`src/rtl/sseg_to_bcd_capture.sv`:
```
// Captures a multiplexed active-low 7-segment bus and rebuilds complete BCD frames.
// A digit is accepted once its {an,sseg} pattern has been stable for STABLE enabled samples.
module sseg_to_bcd_capture #(
   parameter int N_DIG  = 4,
   parameter int STABLE = 4
) (
   input  logic                 clk,
   input  logic                 reset_n,
   input  logic                 sample_en,
   input  logic [N_DIG-1:0]     an,
   input  logic [7:0]           sseg,
   output logic [4*N_DIG-1:0]   bcd_out,
   output logic [N_DIG-1:0]     dp_out,
   output logic [N_DIG-1:0]     err_out,
   output logic                 frame_valid,
   output logic                 sync_err
);

   localparam int IDX_W = (N_DIG > 1) ? $clog2(N_DIG) : 1;

   typedef enum logic {SYNC, COLLECT} state_t;

   state_t               state, state_next;
   logic [3:0]           cnt, cnt_next;
   logic                 accepted, accepted_next, accept;
   logic [N_DIG+7:0]     prev, sample;
   logic [N_DIG-1:0]     seen, seen_next, sel;
   logic                 one_low;
   logic [IDX_W-1:0]     idx;
   logic [3:0]           dec_bcd;
   logic                 dec_err;
   logic                 write_digit, complete, sync_err_next;
   logic [4*N_DIG-1:0]   shadow_bcd, shadow_bcd_next;
   logic [N_DIG-1:0]     shadow_dp, shadow_dp_next;
   logic [N_DIG-1:0]     shadow_err, shadow_err_next;

   always_comb begin
      dec_err = 1'b0;
      case (sseg[6:0])
         7'b0000001: dec_bcd = 4'd0;
         7'b1001111: dec_bcd = 4'd1;
         7'b0010010: dec_bcd = 4'd2;
         7'b0000110: dec_bcd = 4'd3;
         7'b1001100: dec_bcd = 4'd4;
         7'b0100100: dec_bcd = 4'd5;
         7'b0100000: dec_bcd = 4'd6;
         7'b0001111: dec_bcd = 4'd7;
         7'b0000000: dec_bcd = 4'd8;
         7'b0000100: dec_bcd = 4'd9;
         default: begin
            dec_bcd = 4'hF;
            dec_err = 1'b1;
         end
      endcase
   end

   // Digit index comes from the single low anode; anything else is a blank or overlap.
   always_comb begin
      sel     = ~an;
      one_low = (sel != '0) && ((sel & (sel - 1'b1)) == '0);
      idx     = '0;
      for (int i = 0; i < N_DIG; i++) begin
         if (sel[i]) idx = IDX_W'(i);
      end
   end

   always_comb begin
      sample        = {an, sseg};
      cnt_next      = cnt;
      accepted_next = accepted;
      accept        = 1'b0;
      if (!one_low) begin
         cnt_next      = 4'd0;
         accepted_next = 1'b0;
      end else begin
         if (sample == prev) begin
            cnt_next = (cnt == 4'd15) ? cnt : cnt + 4'd1;
         end else begin
            cnt_next      = 4'd1;
            accepted_next = 1'b0;
         end
         if (cnt_next == 4'(STABLE) && !accepted_next) begin
            accept        = 1'b1;
            accepted_next = 1'b1;
         end
      end
   end

   // A repeated digit before completion drops the partial frame and is re-examined as a fresh start.
   always_comb begin
      state_next    = state;
      seen_next     = seen;
      write_digit   = 1'b0;
      complete      = 1'b0;
      sync_err_next = 1'b0;
      if (sample_en && accept) begin
         case (state)
            SYNC: begin
               if (idx == '0) begin
                  write_digit = 1'b1;
                  seen_next   = N_DIG'(1);
                  state_next  = COLLECT;
               end
            end
            COLLECT: begin
               if (!seen[idx]) begin
                  write_digit = 1'b1;
                  seen_next   = seen | sel;
                  if (&seen_next) begin
                     complete   = 1'b1;
                     seen_next  = '0;
                     state_next = SYNC;
                  end
               end else begin
                  sync_err_next = 1'b1;
                  if (idx == '0) begin
                     write_digit = 1'b1;
                     seen_next   = N_DIG'(1);
                     state_next  = COLLECT;
                  end else begin
                     seen_next  = '0;
                     state_next = SYNC;
                  end
               end
            end
            default: state_next = SYNC;
         endcase
      end
   end

   always_comb begin
      shadow_bcd_next = shadow_bcd;
      shadow_dp_next  = shadow_dp;
      shadow_err_next = shadow_err;
      shadow_bcd_next[int'(idx)*4 +: 4] = dec_bcd;
      shadow_dp_next[idx]  = ~sseg[7];
      shadow_err_next[idx] = dec_err;
   end

   always_ff @(posedge clk or negedge reset_n) begin
      if (!reset_n) state <= SYNC;
      else if (sample_en) state <= state_next;
   end

   // Outputs are loaded from the next-shadow view so the completing digit lands in the same edge.
   always_ff @(posedge clk or negedge reset_n) begin
      if (!reset_n) begin
         cnt         <= 4'd0;
         accepted    <= 1'b0;
         prev        <= '0;
         seen        <= '0;
         shadow_bcd  <= '0;
         shadow_dp   <= '0;
         shadow_err  <= '0;
         bcd_out     <= '0;
         dp_out      <= '0;
         err_out     <= '0;
         frame_valid <= 1'b0;
         sync_err    <= 1'b0;
      end else begin
         frame_valid <= 1'b0;
         sync_err    <= 1'b0;
         if (sample_en) begin
            cnt         <= cnt_next;
            accepted    <= accepted_next;
            prev        <= sample;
            seen        <= seen_next;
            frame_valid <= complete;
            sync_err    <= sync_err_next;
            if (write_digit) begin
               shadow_bcd <= shadow_bcd_next;
               shadow_dp  <= shadow_dp_next;
               shadow_err <= shadow_err_next;
            end
            if (complete) begin
               bcd_out <= shadow_bcd_next;
               dp_out  <= shadow_dp_next;
               err_out <= shadow_err_next;
            end
         end
      end
   end

endmodule

```
`config.mk`:
```
export PLATFORM = sky130hd
export DESIGN_NAME = sseg_to_bcd_capture
export DESIGN_NICKNAME = d
export VERILOG_FILES = /design/src/rtl/sseg_to_bcd_capture.sv
export SDC_FILE = /design/constraint.sdc
export NUM_CORES = 1
export LEC_CHECK = 0
export ABC_AREA = 1
export CAP_MARGIN = 25
export CORE_UTILIZATION = 50
export CTS_CLUSTER_DIAMETER = 200
export CTS_CLUSTER_SIZE = 14
export DETAILED_ROUTE_END_ITERATION = 8
export GPL_TIMING_DRIVEN = 0
export PLACE_DENSITY = 0.8
export REMOVE_ABC_BUFFERS = 1
export SLEW_MARGIN = 20
export SYNTH_ARGS = -nofsm -noshare
export SYNTH_HDL_FRONTEND = slang
export SYNTH_SLANG_ARGS = --single-unit
```
`constraint.sdc`:
```
create_clock -name clk -period 2 [get_ports clk]
set_clock_uncertainty 0.2 [all_clocks]
set_input_delay 0.5 -clock clk [delete_from_list [all_inputs] [get_ports clk]]
set_output_delay 0.5 -clock clk [all_outputs]
set_load 0.05 [all_outputs]
```
**After elaboration in Yosys (flattened, before gate mapping)**

Cells that the tools add are included.
W data, S select, Z words.

- Bits in registers: 72
- Output and inout bits: 26
- Word-level logic and storage cells: 96

- Add/subtract/negate cells: 3
- $lt $le $gt $ge: 2
- Eq/ne operators: 13
- Shift operators: 2
- Multiplexer cells: 43
- Bitwise gates (word level): 5
- Reduce and logical (&&, ||, !) cells: 15

Operators with widths:

| operator | count |
|---|---|
| $pmux W4 S10 | 1 |
| $neg A4 Y33 | 1 |
| $shift A4 B33 Y16 const A | 1 |
| $shiftx A4 B33 Y16 | 1 |
| $mux W4 | 7 |
| $mux W1 | 25 |
| $bwmux W16 | 1 |
| $eq A7 B3 Y1 const B | 2 |
| $eq A7 B6 Y1 const B | 2 |
| $eq A7 B7 Y1 const B | 2 |
| $eq A12 B12 Y1 | 1 |
| $reduce_or A10 Y1 | 1 |
| $bwmux W4 | 2 |
| $pmux W4 S2 | 1 |
| $eq A7 B1 Y1 const B | 1 |
| $eq A7 B4 Y1 const B | 1 |
| $eq A7 B5 Y1 const B | 1 |
| $logic_not A7 Y1 | 1 |
| $reduce_and A2 Y1 | 3 |
| $add A4 B1 Y4 const B | 1 |
| $and A4 B4 Y4 | 1 |
| $eq A4 B3 Y1 const B | 1 |
| $eq A4 B4 Y1 const B | 1 |
| $logic_and A1 B1 Y1 | 4 |
| other kinds (17) | 20 |

**Longest topological paths before layout**

Gate-level depths: netlist of the first run.

- Depth after elaboration: 13
- Mapped depth: 14

**Least setup slack after synthesis of the first run**

OpenSTA, ideal clock, no wires.

- Kind: input port to flip-flop
- Start: input an[2]
- End: register bcd_out[11]
- Arrival: 1.904 ns
- Slack: -0.170 ns
- Stages on the path: 10
- Path buffers: 1
- Path through: inv_1 > o21ai_2 > clkbuf_1 > ha_1 > inv_1 > nor3_1 > nand3_1 > nand2_1 > nand2_1 > nand2_1

- Cells in the longest elaborated chain, start to end: 10

Ends and longest elaborated chain:

| what | RTL line | source |
|---|---|---|
| from (decl) | 10 | `input logic [N_DIG-1:0] an,` |
| $eq A12 B12 Y1 | 76 | `if (sample == prev) begin` |
| $mux W4 or $mux W1 (tied branches) | 76 |  |
| $mux W4 or $mux W1 (tied branches) | 72 | `if (!one_low) begin` |
| $eq A4 B3 Y1 or $logic_not A1 Y1 (tied branches) | 82 | `if (cnt_next == 4'(STABLE) && !accepted_next) begin` |
| $logic_and A1 B1 Y1 | 82 |  |
| $mux W1 | 82 |  |
| $mux W1 | 72 |  |
| $logic_and A1 B1 Y1 | 96 | `if (sample_en && accept) begin` |
| $mux W1 | 96 |  |
| $reduce_and A2 Y1 (no source line) | -- |  |
| to (signal assigned) | 176 | `bcd_out <= shadow_bcd_next;` |
| to (decl) | 12 | `output logic [4*N_DIG-1:0] bcd_out,` |

Several ways; a longest one is shown, not always the timed one. The select of a mux whose other input is x is not followed.
A chain may end at the register's enable or synchronous reset.

**Worst setup path after layout of the first run**

- Start: register cnt[0]
- End: register shadow_bcd[9]

- Cells in the longest elaborated chain, start to end: 11

Ends and longest elaborated chain:

| what | RTL line | source |
|---|---|---|
| from (decl) | 24 | `logic [3:0] cnt, cnt_next;` |
| from (signal assigned) | 164 | `cnt <= cnt_next;` |
| $add A4 B1 Y4 or $eq A4 B4 Y1 (tied branches) | 77 | `cnt_next = (cnt == 4'd15) ? cnt : cnt + 4'd1;` |
| $mux W4 (*) | 77 |  |
| $mux W4 (*) | 76 |  |
| $mux W4 (*) | 72 |  |
| $eq A4 B3 Y1 (*) | 82 |  |
| $logic_and A1 B1 Y1 (*) | 82 |  |
| $mux W1 (*) | 82 |  |
| $mux W1 (*) | 72 |  |
| $logic_and A1 B1 Y1 (*) | 96 |  |
| $mux W1 (*) | 96 |  |
| $reduce_and A2 Y1 (no source line) (*) | -- |  |
| to (signal assigned) | 171 | `shadow_bcd <= shadow_bcd_next;` |
| to (decl) | 33 | `logic [4*N_DIG-1:0] shadow_bcd, shadow_bcd_next;` |

Mark *: on every way between the ends. The rest lies on a longest branch, timed or not. The select of a mux whose other input is x is not followed.

==> out/results.txt, run 1 <==
Top-area cell type share of the netlist area = 0.457
Final worst slack = -0.361 ns
Total gr overflow = 0
Synth unique cells = 29
Pin count of the biggest net entering global routing = 43
Vias = 4077
Hold path cells = 3
Outcome = complete, but fails checks
Number of buffers created by CTS = 9
RSZ-0062 raised after global routing = true
Critical R2R Launch = cnt[0]$_DFFE_PN0P_
# rows = 32
ANT cells = 0
Gate Count Post-Synth = 551
Multi-input logic area = 2220 sq um
Die ar. = 8240 sq um
CP max FO = 6
Vias in the first global route = 3993
Initial drt markers = 419
Failing checks = negative setup slack
P_leak = 0.00278 uW
Core Footprint = 7690 sq um
Placed Area = 4370 sq um
Register area = 1800 sq um
Htree depth = 3
Die W = 90.8 um
First-pass GRT wire length = 18.3 mm
Final slew viol count = 0
Hold EP = prev[9]$_DFFE_PN0P_
CP endpoint kind = flop
Clock transition at path regs = 0.08 ns
Worst Hold Launch = an[1]
Fill cell count = 581
# Max-Cap Violations = 0
WL/cell = 15.7 um
Final setup violation count = 55
Worst EP required = 2.04 ns
CP Launch Type = flop
Most frequent cell after synthesis = nand2_1
Tmin final = 2.36 ns
Hpwl dp = 5.87 mm
DRC Markers = 0
Die Height = 90.8 um
Design Area, Final = 5150 sq um
R2r worst-path depth = 13
Synth Flop Type = dfrtp_1
Number of failing hold endpoints at the final stage = 0
IO Port Bufs = 40
Dominant cells by area after synthesis = dfrtp_1, nand2_1, inv_1, o21ai_0, nor2_1
VDD IR max = 0.390 mV
Final WL = 11.4 mm
Antenna Nets Post-Route = 0
Vias/cell = 5.59
Slew margin rel. = 0.408
GPL Wtd Cong = 0.838
Initial antenna violation count = 0
Synth area leader = dfrtp_1
First-pass DRT Iterations = 7
Fmax = 424 MHz
Worst-skew pair later-pin latency = 0.36 ns
Worst reg2reg endpoint = shadow_bcd[9]$_DFFE_PN0P_
Async SR Flop Fraction = 1.00
Syn. warnings = 0
Setup Total Neg Slack = -16.53 ns
Worst Tran Pin Value = 0.887 ns
Clock Path Buffers = 2
Syn avg cell area = 7.15 sq um
GRT Total Usage = 0.282
I/O pin cnt = 41
Clock Sinks = 72
Share of cells above drive strength 1 = 0.236
CTS root buf = clkbuf_8
Worst Path Arrival = 2.40 ns
Most frequent cells after synthesis = nand2_1, dfrtp_1, inv_1
Power Density = 569 nW/um^2
Final period util = 1.18
CTS tree = done
HP Class = primary input to flop
Worst setup path start = cnt[0]$_DFFE_PN0P_
Nets = 644
R2r setup slk = -0.36 ns
Post-synthesis cell area = 3940 sq um
Starting Density = 0.513
Register bit total from synthesis = 72
Post-synthesis sequential area ratio = 0.457
CP Class = flop to flop
Area growth from synthesis to layout = 30.7%
Post-synth EDFFs = 0
[cell type report]
cell class                 count  share of cell area
timing repair buffer          66               0.122
multi-input combinational    422               0.430
clock buffer                   9              0.0240
clock inverter                 7              0.0119
tap                          102              0.0248
sequential                    72               0.350
inverter                      51              0.0379
[cell usage in the layout, fill, tap and decap left out, drive strengths merged]
| master | count |
|---|---|
| ha | 7 |
| inv | 53 |
| nand3 | 27 |
| clkbuf | 10 |
| dlygate4sd2 | 29 |
| nand2 | 290 |
| clkinvlp | 3 |
| dfrtp | 72 |
| xor2 | 1 |
| nor3 | 6 |
| dlygate4sd3 | 1 |
| clkinv | 2 |
| clkdlybuf4s15 | 9 |
| buf | 26 |
| or2 | 1 |
| nand3b | 1 |
| a21oi | 1 |
| o21ai | 32 |
| o211ai | 1 |
| a22o | 1 |
| nand4 | 12 |
| nor2 | 42 |
[worst max-delay path by stage]
stage                           endpoint  slack, ns
4_1_cts           bcd_out[7]$_DFFE_PN0P_      -0.27
6_report       shadow_bcd[9]$_DFFE_PN0P_      -0.36
3_5_place_dp           state$_DFFE_PN0P_      -1.48
3_3_place_gp         seen[2]$_DFFE_PN0P_      -2.18
5_1_grt        shadow_bcd[0]$_DFFE_PN0P_      -0.46
2_1_floorplan          state$_DFFE_PN0P_      -0.35
[routing by layer]
layer	track usage	up-vias	routed length, um
li1	-	1865	-
met5	0	-	0
met3	0.0556	65	872
met2	0.479	230	5660
met1	0.340	1917	4390
met4	0.144	0	521
[sequential cells by signal, summed over array words and instances, names as in the netlist]
register,cells
shadow_dp,4
state,1
seen,4
prev,12
dp_out,4
shadow_err,4
bcd_out,16
accepted,1
cnt,4
shadow_bcd,16
sync_err,1
err_out,4
frame_valid,1
[repair_timing]
action / CTS / global route
pin swaps: 25 / 19
resized for setup: 82 / 72
hold endpoints to repair: 30 / 0
cloned: 8 / 0
endpoints found under the setup margin: 86 / 56
setup buffers: 21 / 4
hold buffers: 1 / 0
[kinds of logic (layout without fill, tap and decap cells)]
kind of cell / Yosys count / in the layout / share of synthesized area
simple gates: 371 / 379 / 0.394
flops: 72 / 72 / 0.457
buf+inv: 65 / 133 / 0.0775
compound gates: 35 / 35 / 0.0470
fa+ha+maj: 7 / 7 / 0.0222
xor+xnor: 1 / 1 / 0.00222
[worst max-delay path, stage by stage (launching register included)]
cell	delay [ns]
dfrtp_1	0.40
ha_2	0.22
nand2_4	0.09
buf_6	0.10
nor2_4	0.03
nand2_2	0.08
nand2_2	0.07
nor2_4	0.12
nand4_1	0.19
nor2_4	0.20
buf_4	0.15
nand3_4	0.14
nand2_1	0.15
nand2_1	0.09
[through the flow]
| stage | setup slack [ns] | total power, uW | utilization | hold slack (ns) | std cells |
|---|---|---|---|---|---|
| 3_3_place_gp | -2.18 | 1790 | 0.567 | 0.261 | 679 |
| 2_1_floorplan | -0.351 | 1680 | - | 0.00441 | 537 |
| 5_1_grt | -0.459 | 3020 | 0.670 | 0.284 | 729 |
| 6_report | -0.361 | 2930 | 0.670 | 0.241 | 729 |
| 4_1_cts | -0.274 | 2910 | 0.643 | 0.282 | 726 |
| 3_5_place_dp | -1.48 | 1810 | 0.569 | 0.264 | 680 |
[where the power goes]
| group | total (uW) | internal, uW | switching [uW] |
|---|---|---|---|
| registers | 1490 | 1480 | 13.4 |
| logic | 322 | 96.5 | 225 |
| clock network | 1120 | 473 | 644 |
Power figures use the tool's default switching activity.
==> run 2, diff against run 1 <==
CORE_UTILIZATION = 51   (was 50)
PLACE_DENSITY = 0.82   (was 0.8)
SKIP_CTS_REPAIR_TIMING = 1   (was not set)
SLEW_MARGIN = 0   (was 20)
==> run 2 against run 1 <==
Against the previous run: the flow still finishes with violations (negative setup slack); total power rose by 0.54%; flip-flop and latch count did not move; sequential share of layout area is 0.28 points higher; setup slack got worse by 0.14 ns; cell area is 0.80% lower; routed wire length down 1.8%; critical path type unchanged; critical endpoint is now bcd_out[11]$_DFFE_PN0P_; largest cell class unchanged; largest power group unchanged; highest routed layer unchanged.
==> out/results.txt, run 2 (synthesis results as in run 1) <==
Hpwl dp = 5.65 mm (was 5.87 mm)
Regs by FF count = bcd_out: 16 flops, shadow_bcd: 16 flops, prev: 12 flops (unchanged)
WHS = 0.0357 ns (was 0.241 ns)
Die Height = 89.9 um (was 90.8 um)
# rows = 31 (was 32)
Share of cells above drive strength 1 = 0.171 (was 0.236)
GPL Wtd Cong = 0.907 (was 0.838)
I/O pin cnt = 41 (unchanged)
DRC Markers = 0 (unchanged)
Worst Path Arrival = 2.56 ns (was 2.40 ns)
Vias in the first global route = 3306 (was 3993)
Number of buffers created by CTS = 9 (unchanged)
Met3 usage in global routing = 0.0279 (was 0.0556)
CP Launch Type = flop (unchanged)
Tmin final = 2.50 ns (was 2.36 ns)
Fmax = 400 MHz (was 424 MHz)
Slowest cell on crit path = dfrtp_1 (unchanged)
Antenna Nets Post-Route = 0 (unchanged)
Failing checks = negative setup slack (unchanged)
Die ar. = 8080 sq um (was 8240 sq um)
Total Power = 2950 uW (was 2930 uW)
Core Footprint = 7370 sq um (was 7690 sq um)
Starting Density = 0.535 (was 0.513)
Most frequent cells in the layout = nand2_1, dfrtp_1, inv_1, dlymetal6s2s_1, nor2_1 (was nand2_1, dfrtp_1, nand2_2, inv_1, dlygate4sd2_1)
# Max-Cap Violations = 0 (unchanged)
Most common cell after layout, fill and taps aside = nand2_1 (unchanged)
Pin count of the biggest net entering global routing = 73 (was 43)
Worst Tran Pin Value = 0.914 ns (was 0.887 ns)
Power Density = 576 nW/um^2 (was 569 nW/um^2)
Final setup violation count = 55 (unchanged)
Final slew viol count = 0 (unchanged)
CP endpoint kind = flop (unchanged)
CTS tree = done (unchanged)
Total gr overflow = 0 (unchanged)
Grt met1 use = 0.277 (was 0.340)
Initial antenna violation count = 0 (unchanged)
GRT Total Usage = 0.221 (was 0.282)
WL/cell = 15.5 um (was 15.7 um)
HP Class = primary input to async pin (was primary input to flop)
RSZ-0062 raised after global routing = true (unchanged)
CP top delay family = simple AND/OR/NAND/NOR gates (unchanged)
First-pass DRT Iterations = 5 (was 7)
Vias = 4000 (was 4077)
ANT cells = 0 (unchanged)
VDD IR max = 0.404 mV (was 0.390 mV)
Vias/cell = 5.52 (was 5.59)
Outcome = complete, but fails checks (unchanged)
Final WL = 11.2 mm (was 11.4 mm)
Nets = 643 (was 644)
CP max FO = 6 (unchanged)
Met2 global-route usage = 0.374 (was 0.479)
Clock transition at path regs = 0.09 ns (was 0.08 ns)
Number of failing hold endpoints at the final stage = 0 (unchanged)
IO Port Bufs = 40 (unchanged)
Final worst slack = -0.497 ns (was -0.361 ns)
Clock Path Buffers = 2 (unchanged)
Htree depth = 3 (unchanged)
Worst EP required = 2.07 ns (was 2.04 ns)
Initial drt markers = 390 (was 419)
Worst-skew pair later-pin latency = 0.37 ns (was 0.36 ns)
First-pass GRT wire length = 14.5 mm (was 18.3 mm)
Slew margin rel. = 0.391 (was 0.408)
Final period util = 1.25 (was 1.18)
Die W = 89.9 um (was 90.8 um)
Slowest stage delay, CP = 0.41 ns (was 0.40 ns)
Buf+Inv Stages, Crit Path = 2 (unchanged)
CP Class = flop to flop (unchanged)
Clock Sinks = 72 (unchanged)
CTS root buf = clkbuf_8 (unchanged)
Area growth from synthesis to layout = 29.7% (was 30.7%)
CP cell instances = ha_2, nand2_2, inv_2, o21ai_2, nand2_2, nor2_2, nand4_1, nor2_4, buf_4, nand3_4, nand2_1, nand2_1 (was ha_2, nand2_4, buf_6, nor2_4, nand2_2, nand2_2, nor2_4, nand4_1, nor2_4, buf_4, nand3_4, nand2_1, nand2_1)
GRT busiest layer = met2 (unchanged)
Fill cell count = 529 (was 581)
P_leak = 0.00320 uW (was 0.00278 uW)
run 2: worst paths after layout:
path                                        start                      end  slack [ns]  depth (start not counted)
max                            cnt[1]$_DFFE_PN0P_  bcd_out[11]$_DFFE_PN0P_       -0.50                         12
min                                       reset_n       cnt[3]$_DFFE_PN0P_        0.04                          1
max reg2reg                    cnt[1]$_DFFE_PN0P_  bcd_out[11]$_DFFE_PN0P_       -0.50                         12
min reg2reg                err_out[2]$_DFFE_PN0P_   err_out[2]$_DFFE_PN0P_        0.28                          2
max in group asynchronous                 reset_n      prev[0]$_DFFE_PN0P_        0.94                          1
min in group clk                          sseg[4]      prev[4]$_DFFE_PN0P_        0.23                          3
run 2: cell type report:
type | instances | area (sq um) | share of cell area
Inverter | 51 | 195 | 0.0382
Sequential cell | 72 | 1800 | 0.353
Clock buffer | 9 | 124 | 0.0242
Clock inverter | 7 | 62.6 | 0.0122
Tap cell | 99 | 124 | 0.0242
Timing Repair Buffer | 67 | 744 | 0.146
Multi-Input combinational cell | 420 | 2060 | 0.403
run 2: where the power goes:
group          leakage, uW  switching, uW  total [uW]  internal (uW)
Clock            0.0000863            659        1130            475
Combinational      0.00213            224         321           97.0
Sequential        0.000983           13.0        1490           1480
Total              0.00320            896        2950           2050
run 2: metal layers:
metal | vias to the layer above | wire length (um) | part of all wire
met4 | 0 | 491 | 0.044
met5 | - | 0 | 0
met3 | 53 | 955 | 0.085
met1 | 1837 | 4330 | 0.39
met2 | 254 | 5470 | 0.49
li1 | 1856 | - | -
run 2: stage by stage:
stage          utilization  instance area [sq um]  setup TNS (ns)  std cells  setup slack, ns
6_report             0.694                   5110          -22.58        725           -0.497
5_1_grt              0.694                   5110          -28.78        725           -0.581
4_1_cts              0.615                   4540          -60.56        692            -1.05
3_5_place_dp         0.590                   4350          -77.24        676            -1.43
3_3_place_gp         0.590                   4350         -230.69        676            -2.20
2_1_floorplan            -                   3830          -16.68        537           -0.351
run 2: worst register-to-register path: stages (launching register included):
cell,delay (ns)
dfrtp_1,0.41
ha_2,0.19
nand2_2,0.10
inv_2,0.05
o21ai_2,0.13
nand2_2,0.07
nor2_2,0.14
nand4_1,0.25
nor2_4,0.28
buf_4,0.20
nand3_4,0.15
nand2_1,0.14
nand2_1,0.07
